### config.mk
export PLATFORM = sky130hd
export DESIGN_NAME = instruction_fetch_unit_flat
export DESIGN_NICKNAME = d
export VERILOG_FILES = /design/src/rtl/fetch_pkg.sv /design/src/rtl/instruction_fetch_unit_if.sv /design/src/rtl/fetch_fifo.sv /design/src/rtl/instruction_fetch_unit.sv /design/src/flat_wrapper.sv
export SDC_FILE = /design/constraint.sdc
export NUM_CORES = 1
export LEC_CHECK = 0
export BUFFER_PORTS_ARGS = -buffer_cell sky130_fd_sc_hd__buf_2
export CAP_MARGIN = 20
export CORE_ASPECT_RATIO = 2
export CORE_MARGIN = 2
export CORE_UTILIZATION = 35
export DETAILED_ROUTE_END_ITERATION = 10
export PLACE_DENSITY = 0.62
export SYNTH_ARGS = -nofsm -noshare
export SYNTH_HDL_FRONTEND = slang
export SYNTH_SLANG_ARGS = --single-unit
### constraint.sdc
create_clock -name clock -period 4.1 [get_ports clock]
set_input_delay 1.025 -clock clock [delete_from_list [all_inputs] [get_ports clock]]
set_output_delay 1.025 -clock clock [all_outputs]
set_load 0.01 [all_outputs]
### src/rtl/fetch_pkg.sv
// Shared types and default sizing for the per-tile instruction fetch stage.
package fetch_pkg;

   localparam int unsigned FETCH_DATA_WIDTH = 32;
   localparam int unsigned FETCH_ADDR_WIDTH = 12;
   localparam int unsigned FETCH_FIFO_DEPTH = 2;

   typedef enum logic {
      IDLE = 1'b0,
      RUN  = 1'b1
   } fetch_state_t;

   typedef struct packed {
      logic [FETCH_ADDR_WIDTH-1:0] pc;
      logic [FETCH_DATA_WIDTH-1:0] instr;
   } fetch_entry_t;

endpackage

### src/rtl/instruction_fetch_unit_if.sv
// Control, program-memory and decoder-handshake signals of the fetch stage.
interface instruction_fetch_unit_if #(
   parameter int unsigned DATA_WIDTH = 32,
   parameter int unsigned ADDR_WIDTH = 12
);

   logic                  start;
   logic [ADDR_WIDTH-1:0] start_pc;
   logic                  redirect;
   logic [ADDR_WIDTH-1:0] redirect_pc;
   logic                  halt;
   logic [ADDR_WIDTH-1:0] mem_addr;
   logic                  mem_read_en;
   logic [DATA_WIDTH-1:0] mem_read_data;
   logic [DATA_WIDTH-1:0] instr;
   logic [ADDR_WIDTH-1:0] instr_pc;
   logic                  instr_valid;
   logic                  instr_ready;
   logic                  busy;

   // Fetch unit side
   modport master (
      input  start, start_pc, redirect, redirect_pc, halt,
      input  mem_read_data, instr_ready,
      output mem_addr, mem_read_en, instr, instr_pc, instr_valid, busy
   );

   // Control, memory and decoder side
   modport slave (
      output start, start_pc, redirect, redirect_pc, halt,
      output mem_read_data, instr_ready,
      input  mem_addr, mem_read_en, instr, instr_pc, instr_valid, busy
   );

endinterface

### src/rtl/fetch_fifo.sv
// Synchronous fetch buffer: head entry visible combinationally, flush clears
// pointers and overrides any push/pop in the same cycle.
module fetch_fifo
   import fetch_pkg::*;
#(
   parameter type          entry_t = fetch_entry_t,
   parameter int unsigned  DEPTH   = FETCH_FIFO_DEPTH,
   localparam int unsigned CNT_W   = $clog2(DEPTH + 1),
   localparam int unsigned PTR_W   = (DEPTH > 1) ? $clog2(DEPTH) : 1
) (
   input  logic             clock,
   input  logic             reset,
   input  logic             push_i,
   input  entry_t           wdata_i,
   input  logic             pop_i,
   input  logic             flush_i,
   output entry_t           head_o,
   output logic [CNT_W-1:0] count_o
);

   entry_t           mem_q [DEPTH];
   logic [PTR_W-1:0] wr_ptr_q, wr_ptr_d;
   logic [PTR_W-1:0] rd_ptr_q, rd_ptr_d;
   logic [CNT_W-1:0] count_q, count_d;
   logic             do_push_c, do_pop_c;

   function automatic logic [PTR_W-1:0] ptr_inc(input logic [PTR_W-1:0] p);
      return (p == PTR_W'(DEPTH - 1)) ? '0 : p + PTR_W'(1);
   endfunction

   // A push into a full buffer is only legal when the head leaves the same cycle
   always_comb begin
      do_pop_c  = pop_i && (count_q != '0);
      do_push_c = push_i && ((count_q != CNT_W'(DEPTH)) || do_pop_c);
      wr_ptr_d  = wr_ptr_q;
      rd_ptr_d  = rd_ptr_q;
      count_d   = count_q + CNT_W'(do_push_c) - CNT_W'(do_pop_c);
      if (do_push_c) wr_ptr_d = ptr_inc(wr_ptr_q);
      if (do_pop_c)  rd_ptr_d = ptr_inc(rd_ptr_q);
      if (flush_i) begin
         wr_ptr_d = '0;
         rd_ptr_d = '0;
         count_d  = '0;
      end
   end

   always_ff @(posedge clock) begin
      if (reset) begin
         wr_ptr_q <= '0;
         rd_ptr_q <= '0;
         count_q  <= '0;
      end else begin
         wr_ptr_q <= wr_ptr_d;
         rd_ptr_q <= rd_ptr_d;
         count_q  <= count_d;
      end
   end

   // Storage needs no reset: entries are only observed while count is non-zero
   always_ff @(posedge clock) begin
      if (do_push_c && !flush_i) mem_q[wr_ptr_q] <= wdata_i;
   end

   assign head_o  = mem_q[rd_ptr_q];
   assign count_o = count_q;

endmodule

### src/rtl/instruction_fetch_unit.sv
// Instruction fetch stage: PC, credit-limited sequential reads into program
// memory, response buffering and redirect/halt handling.
module instruction_fetch_unit
   import fetch_pkg::*;
#(
   parameter int unsigned DATA_WIDTH = FETCH_DATA_WIDTH,
   parameter int unsigned ADDR_WIDTH = FETCH_ADDR_WIDTH,
   parameter int unsigned FIFO_DEPTH = FETCH_FIFO_DEPTH
) (
   input logic                      clock,
   input logic                      reset,
   instruction_fetch_unit_if.master bus
);

   localparam int unsigned CNT_W = $clog2(FIFO_DEPTH + 1);
   localparam int unsigned CRD_W = CNT_W + 1;

   typedef struct packed {
      logic [ADDR_WIDTH-1:0] pc;
      logic [DATA_WIDTH-1:0] instr;
   } entry_t;

   fetch_state_t          state_q, state_d;
   logic [ADDR_WIDTH-1:0] pc_q, pc_d;
   logic [ADDR_WIDTH-1:0] inflight_pc_q, inflight_pc_d;
   logic                  inflight_q, inflight_d;

   logic                  issue_c, flush_c, push_c, pop_c, valid_c;
   logic [CRD_W-1:0]      credit_c;
   logic [CNT_W-1:0]      fifo_count_c;
   entry_t                head_c, wdata_c;

   assign valid_c  = (fifo_count_c != '0);
   assign pop_c    = valid_c && bus.instr_ready;
   // Slots already claimed once this cycle's pop is taken into account
   assign credit_c = CRD_W'(fifo_count_c) + CRD_W'(inflight_q) - CRD_W'(pop_c);

   always_comb begin
      state_d       = state_q;
      pc_d          = pc_q;
      inflight_d    = 1'b0;
      inflight_pc_d = inflight_pc_q;
      issue_c       = 1'b0;
      flush_c       = 1'b0;
      unique case (state_q)
         IDLE: begin
            if (bus.start) begin
               state_d = RUN;
               pc_d    = bus.start_pc;
            end
         end
         RUN: begin
            if (bus.halt) begin
               state_d = IDLE;
               flush_c = 1'b1;
            end else if (bus.redirect) begin
               flush_c = 1'b1;
               pc_d    = bus.redirect_pc;
            end else if (!reset && (credit_c < CRD_W'(FIFO_DEPTH))) begin
               issue_c       = 1'b1;
               pc_d          = pc_q + ADDR_WIDTH'(1);
               inflight_d    = 1'b1;
               inflight_pc_d = pc_q;
            end
         end
         default: state_d = IDLE;
      endcase
   end

   // A response arriving in a flush cycle belongs to the abandoned stream
   assign push_c  = inflight_q && !flush_c;
   assign wdata_c = '{pc: inflight_pc_q, instr: bus.mem_read_data};

   always_ff @(posedge clock) begin
      if (reset) begin
         state_q       <= IDLE;
         pc_q          <= '0;
         inflight_q    <= 1'b0;
         inflight_pc_q <= '0;
      end else begin
         state_q       <= state_d;
         pc_q          <= pc_d;
         inflight_q    <= inflight_d;
         inflight_pc_q <= inflight_pc_d;
      end
   end

   fetch_fifo #(
      .entry_t (entry_t),
      .DEPTH   (FIFO_DEPTH)
   ) u_fifo (
      .clock   (clock),
      .reset   (reset),
      .push_i  (push_c),
      .wdata_i (wdata_c),
      .pop_i   (pop_c),
      .flush_i (flush_c),
      .head_o  (head_c),
      .count_o (fifo_count_c)
   );

   assign bus.mem_addr    = pc_q;
   assign bus.mem_read_en = issue_c;
   assign bus.instr       = valid_c ? head_c.instr : '0;
   assign bus.instr_pc    = valid_c ? head_c.pc : '0;
   assign bus.instr_valid = valid_c;
   assign bus.busy        = (state_q == RUN);

endmodule
### src/flat_wrapper.sv
// flat-port wrapper written by rule: the top's interface ports become plain ports
module instruction_fetch_unit_flat import fetch_pkg::*;
#(
   parameter int unsigned DATA_WIDTH = FETCH_DATA_WIDTH,
   parameter int unsigned ADDR_WIDTH = FETCH_ADDR_WIDTH,
   parameter int unsigned FIFO_DEPTH = FETCH_FIFO_DEPTH
)
  (clock, reset, bus_start, bus_start_pc, bus_redirect, bus_redirect_pc, bus_halt, bus_mem_read_data, bus_instr_ready, bus_mem_addr, bus_mem_read_en, bus_instr, bus_instr_pc, bus_instr_valid, bus_busy);
  instruction_fetch_unit_if #(.DATA_WIDTH(DATA_WIDTH), .ADDR_WIDTH(ADDR_WIDTH)) bus_i ();
  input logic clock;
  input logic reset;
  input wire logic [$bits(bus_i.start)-1:0] bus_start;
  input wire logic [$bits(bus_i.start_pc)-1:0] bus_start_pc;
  input wire logic [$bits(bus_i.redirect)-1:0] bus_redirect;
  input wire logic [$bits(bus_i.redirect_pc)-1:0] bus_redirect_pc;
  input wire logic [$bits(bus_i.halt)-1:0] bus_halt;
  input wire logic [$bits(bus_i.mem_read_data)-1:0] bus_mem_read_data;
  input wire logic [$bits(bus_i.instr_ready)-1:0] bus_instr_ready;
  output wire logic [$bits(bus_i.mem_addr)-1:0] bus_mem_addr;
  output wire logic [$bits(bus_i.mem_read_en)-1:0] bus_mem_read_en;
  output wire logic [$bits(bus_i.instr)-1:0] bus_instr;
  output wire logic [$bits(bus_i.instr_pc)-1:0] bus_instr_pc;
  output wire logic [$bits(bus_i.instr_valid)-1:0] bus_instr_valid;
  output wire logic [$bits(bus_i.busy)-1:0] bus_busy;
  assign bus_i.start = bus_start;
  assign bus_i.start_pc = bus_start_pc;
  assign bus_i.redirect = bus_redirect;
  assign bus_i.redirect_pc = bus_redirect_pc;
  assign bus_i.halt = bus_halt;
  assign bus_i.mem_read_data = bus_mem_read_data;
  assign bus_i.instr_ready = bus_instr_ready;
  assign bus_mem_addr = bus_i.mem_addr;
  assign bus_mem_read_en = bus_i.mem_read_en;
  assign bus_instr = bus_i.instr;
  assign bus_instr_pc = bus_i.instr_pc;
  assign bus_instr_valid = bus_i.instr_valid;
  assign bus_busy = bus_i.busy;
  instruction_fetch_unit #(.DATA_WIDTH(DATA_WIDTH), .ADDR_WIDTH(ADDR_WIDTH), .FIFO_DEPTH(FIFO_DEPTH)) u_core (.clock(clock), .reset(reset), .bus(bus_i));
endmodule
==> flow_summary.yaml <==
critical_path:
  r2r_cells: 10
  start_kind: "primary input"
  worst_setup_path_end_kind: "output pin"
  path_depth: 9
  r2r-start: "u_core.u_fifo.count_o[1]"
  worst_path_max_delay_cell: "fa_1"
  slowest_delay_ns: 0.51
  cp.arrival_ns: 2.96
  r2r-end: "u_core.inflight_pc_q[0]"
  cp_max_fo: 2
  path_cells: "buf_2, o21ai_0, inv_1, ha_1, nand2b_1, fa_1, nand2b_1, nor4b_4, buf_2"
  r2r_slack_ns: 1.14
  worst-path-buf-inv: 3
  critPathLaunch: "bus_instr_ready"
  path_class: "in2out"
  cp_top_family: "adder cells"
  cp.required_ns: 3.07
synth:
  ys.flop_type: "edfxtp_1"
  ys_ff_latch: 119
  ys_async_sr_fraction_pct: 0
  synth_edf_count: 88
  yosysUniqueCellTypes: 51
  synthesis.nets: 455
  syn_inst: 389
  netlist_area_um2: 5070
  synth_warnings: 0
  synth_area_per_cell_um2: 13.0
  seq_area_frac_synth_pct: 64.3
clocking:
  htreeDepth: 4
  clockBufferDepth: 2
  root_buffer: "clkbuf_16"
  cts_sinks: 119
  cts_resized: 0
  cts_tree: "yes"
  numCtsBuffers: 17
  worstSkewPairLatency_ns: 0.41
  cts_hold_buf: 0
  path_clk_slew_ns: 0.06
  post_cts_buffers: 0
min_path:
  min_path_type: "reg2reg"
  hold_depth: 0
  min_to: "u_core.u_fifo.mem_q[0][35]"
  hp-start: "u_core.inflight_pc_q[3]"
sta:
  clock.fmax_mhz: 251
  rsz0062_at_grt: "no"
  hold_slack_ns: 0.456
  setup_viol: 0
  fin_tns_setup_ns: 0
  layout_min_cycle_time_ns: 3.98
  worst_slew_pin_slew_ns: 1.05
  drv_slew: 0
  setup_slack_ns: 0.116
  clock-skew-final_ns: 0.0118
  min_period_over_period_pct: 97.2
  slew_headroom_pct: 28.7
  hold_violations: 0
detailed_routing:
  avgViaCountPerCell: 4.81
  wl_mm: 11.0
  drt-initial-drc-count: 86
  routedWlPerCell_um: 15.3
  drcViolationCount: 0
  vias: 3461
  ant_nets: 0
  drt_first_pass_iters: 4
power_and_ir_drop:
  ir_worst_vdd_mv: 0.281
  pwr_density_cell_nw_per_um2: 462
  leakage_nw: 2.44
die:
  start_util_pct: 35.5
  die_w_um: 89.1
  dieArea_um2: 15500
  coreArea_um2: 14300
  row_count: 62
  io_pins: 121
  die_h_um: 174
placed_design:
  io_buffers: 120
  dp_slack_ns: 0.0841
  gp_congestion: 0.787
  dp_cells: 687
  place.detailed.hpwl_mm: 7.84
layout:
  antennaDiodeCount: 0
  fin_util_pct: 45.6
  register_area_um2: 3260
  fill_cells: 1370
  area_growth_pct: 28.2
  finalNonFillerCells: 720
  multi_input_area_um2: 1670
  drive_gt1_share_pct: 33.3
  nets: 581
grt:
  first_global_vias: 3583
  grt_first_pass_wirelength_mm: 17.3
  antenna_found_initial: 0
  grt_start_max_net_pins: 46
  gr-total-overflow: 0
  track_usage_pct: 14.7
job:
  max_cap_violations: 0
outcome:
  status: "complete, no violations"
## cell type report
cell class / instances / share of cell area (%)
Sequential cell: 119 / 50.2
Timing Repair Buffer: 130 / 11.0
Tap cell: 192 / 3.69
Multi-Input combinational cell: 237 / 25.6
Inverter: 10 / 0.577
Clock buffer: 18 / 6.75
Clock inverter: 14 / 2.23
## report_power, final
part	leakage [nW]	internal, mW	switching (mW)
Clock	0.281	0.913	0.527
Sequential	1.06	1.31	0.0326
Combinational	1.10	0.101	0.123
## cells in the mapped netlist, types with 6 or more instances
library cell | count | share of area (%)
edfxtp_1 | 88 | 52
nor2_1 | 71 | 5.3
mux2i_1 | 59 | 12
dfxtp_1 | 31 | 12
nand2_1 | 11 | 0.81
o21ai_0 | 11 | 1.1
inv_1 | 10 | 0.74
a211oi_1 | 9 | 1.3
a21oi_1 | 9 | 0.89
buf_2 | 9 | 0.89
clkbuf_1 | 8 | 0.59
nand3_1 | 6 | 0.59
xnor2_1 | 6 | 1.0
## cells by family after synthesis
| family | count (synthesis) | synth area share, % |
|---|---|---|
| compound gates | 53 | 7.40 |
| fa+ha+maj | 4 | 1.13 |
| buf+inv | 33 | 3.28 |
| flops | 119 | 64.3 |
| xor+xnor | 9 | 1.70 |
| simple gates | 112 | 10.5 |
| mux | 59 | 11.6 |
## flip-flops by register name, indices dropped and copies added, names as in the netlist, named ones only
name	flops
u_core.inflight_q	1
u_core.inflight_pc_q	12
u_core.u_fifo.mem_q	88
u_core.u_fifo.rd_ptr_q	1
u_core.bus.mem_addr	12
u_core.bus.busy	1
u_core.u_fifo.count_o	2
u_core.u_fifo.wr_ptr_q	1
## per-layer routing
| metal | vias to the layer above | global-route usage [%] | part of all wire (%) |
|---|---|---|---|
| li1 | 1684 | - | - |
| met4 | 0 | 7.34 | 2.1 |
| met5 | - | 0 | 0 |
| met3 | 16 | 3.42 | 3.7 |
| met2 | 115 | 27.6 | 57 |
| met1 | 1646 | 14.0 | 37 |
## how the worst max path moves through the flow
stage | end | slack (ns)
6_report | bus_mem_read_en | 0.12
5_1_grt | bus_mem_read_en | 0.003
4_1_cts | bus_mem_read_en | 0.07
3_5_place_dp | bus_mem_read_en | 0.08
3_3_place_gp | bus_mem_read_en | 0.12
2_1_floorplan | u_core.u_fifo.mem_q[0][0] | 0.16
## worst reg2reg max path: cells and delay by family, from the launching register on
family | cells | cell delay (ns)
adder cells (fa/ha/maj) | 2 | 0.80
AND/OR/NAND/NOR | 4 | 0.68
flip-flops | 1 | 0.42
buffers and inverters | 2 | 0.41
AO/OA/AOI/OAI | 1 | 0.30
multiplexers | 1 | 0.23
## per-stage QoR
step / power (mW) / instance area (µm²)
2_1_floorplan: 1.50 / 5070
3_3_place_gp: 1.58 / 5900
3_5_place_dp: 1.59 / 5900
4_1_cts: 3.04 / 6480
5_1_grt: 3.12 / 6500
6_report: 3.01 / 6500
## layout by cell type (no fill, tap or decap), types with 2 or more instances in the layout
| cell type | count |
|---|---|
| a211oi_1 | 9 |
| a211oi_2 | 2 |
| a21o_1 | 3 |
| a21oi_1 | 9 |
| and3_2 | 2 |
| buf_12 | 3 |
| buf_2 | 120 |
| buf_4 | 7 |
| bufinv_16 | 2 |
| clkbuf_16 | 17 |
| clkinv_2 | 3 |
| clkinvlp_4 | 3 |
| dfxtp_1 | 30 |
| edfxtp_1 | 88 |
| ha_1 | 3 |
| inv_1 | 10 |
| inv_6 | 5 |
| mux2i_1 | 59 |
| nand2_1 | 11 |
| nand2b_1 | 5 |
| nand3_1 | 6 |
| nand4_1 | 2 |
| nor2_1 | 68 |
| nor2_4 | 3 |
| nor2b_1 | 2 |
| nor3_1 | 3 |
| o211ai_1 | 3 |
| o21ai_0 | 11 |
| o311a_1 | 2 |
| o311ai_0 | 2 |
| o31ai_1 | 2 |
| xnor2_1 | 6 |
| xor2_1 | 2 |
Note: power is estimated with default switching activity, not from simulation.
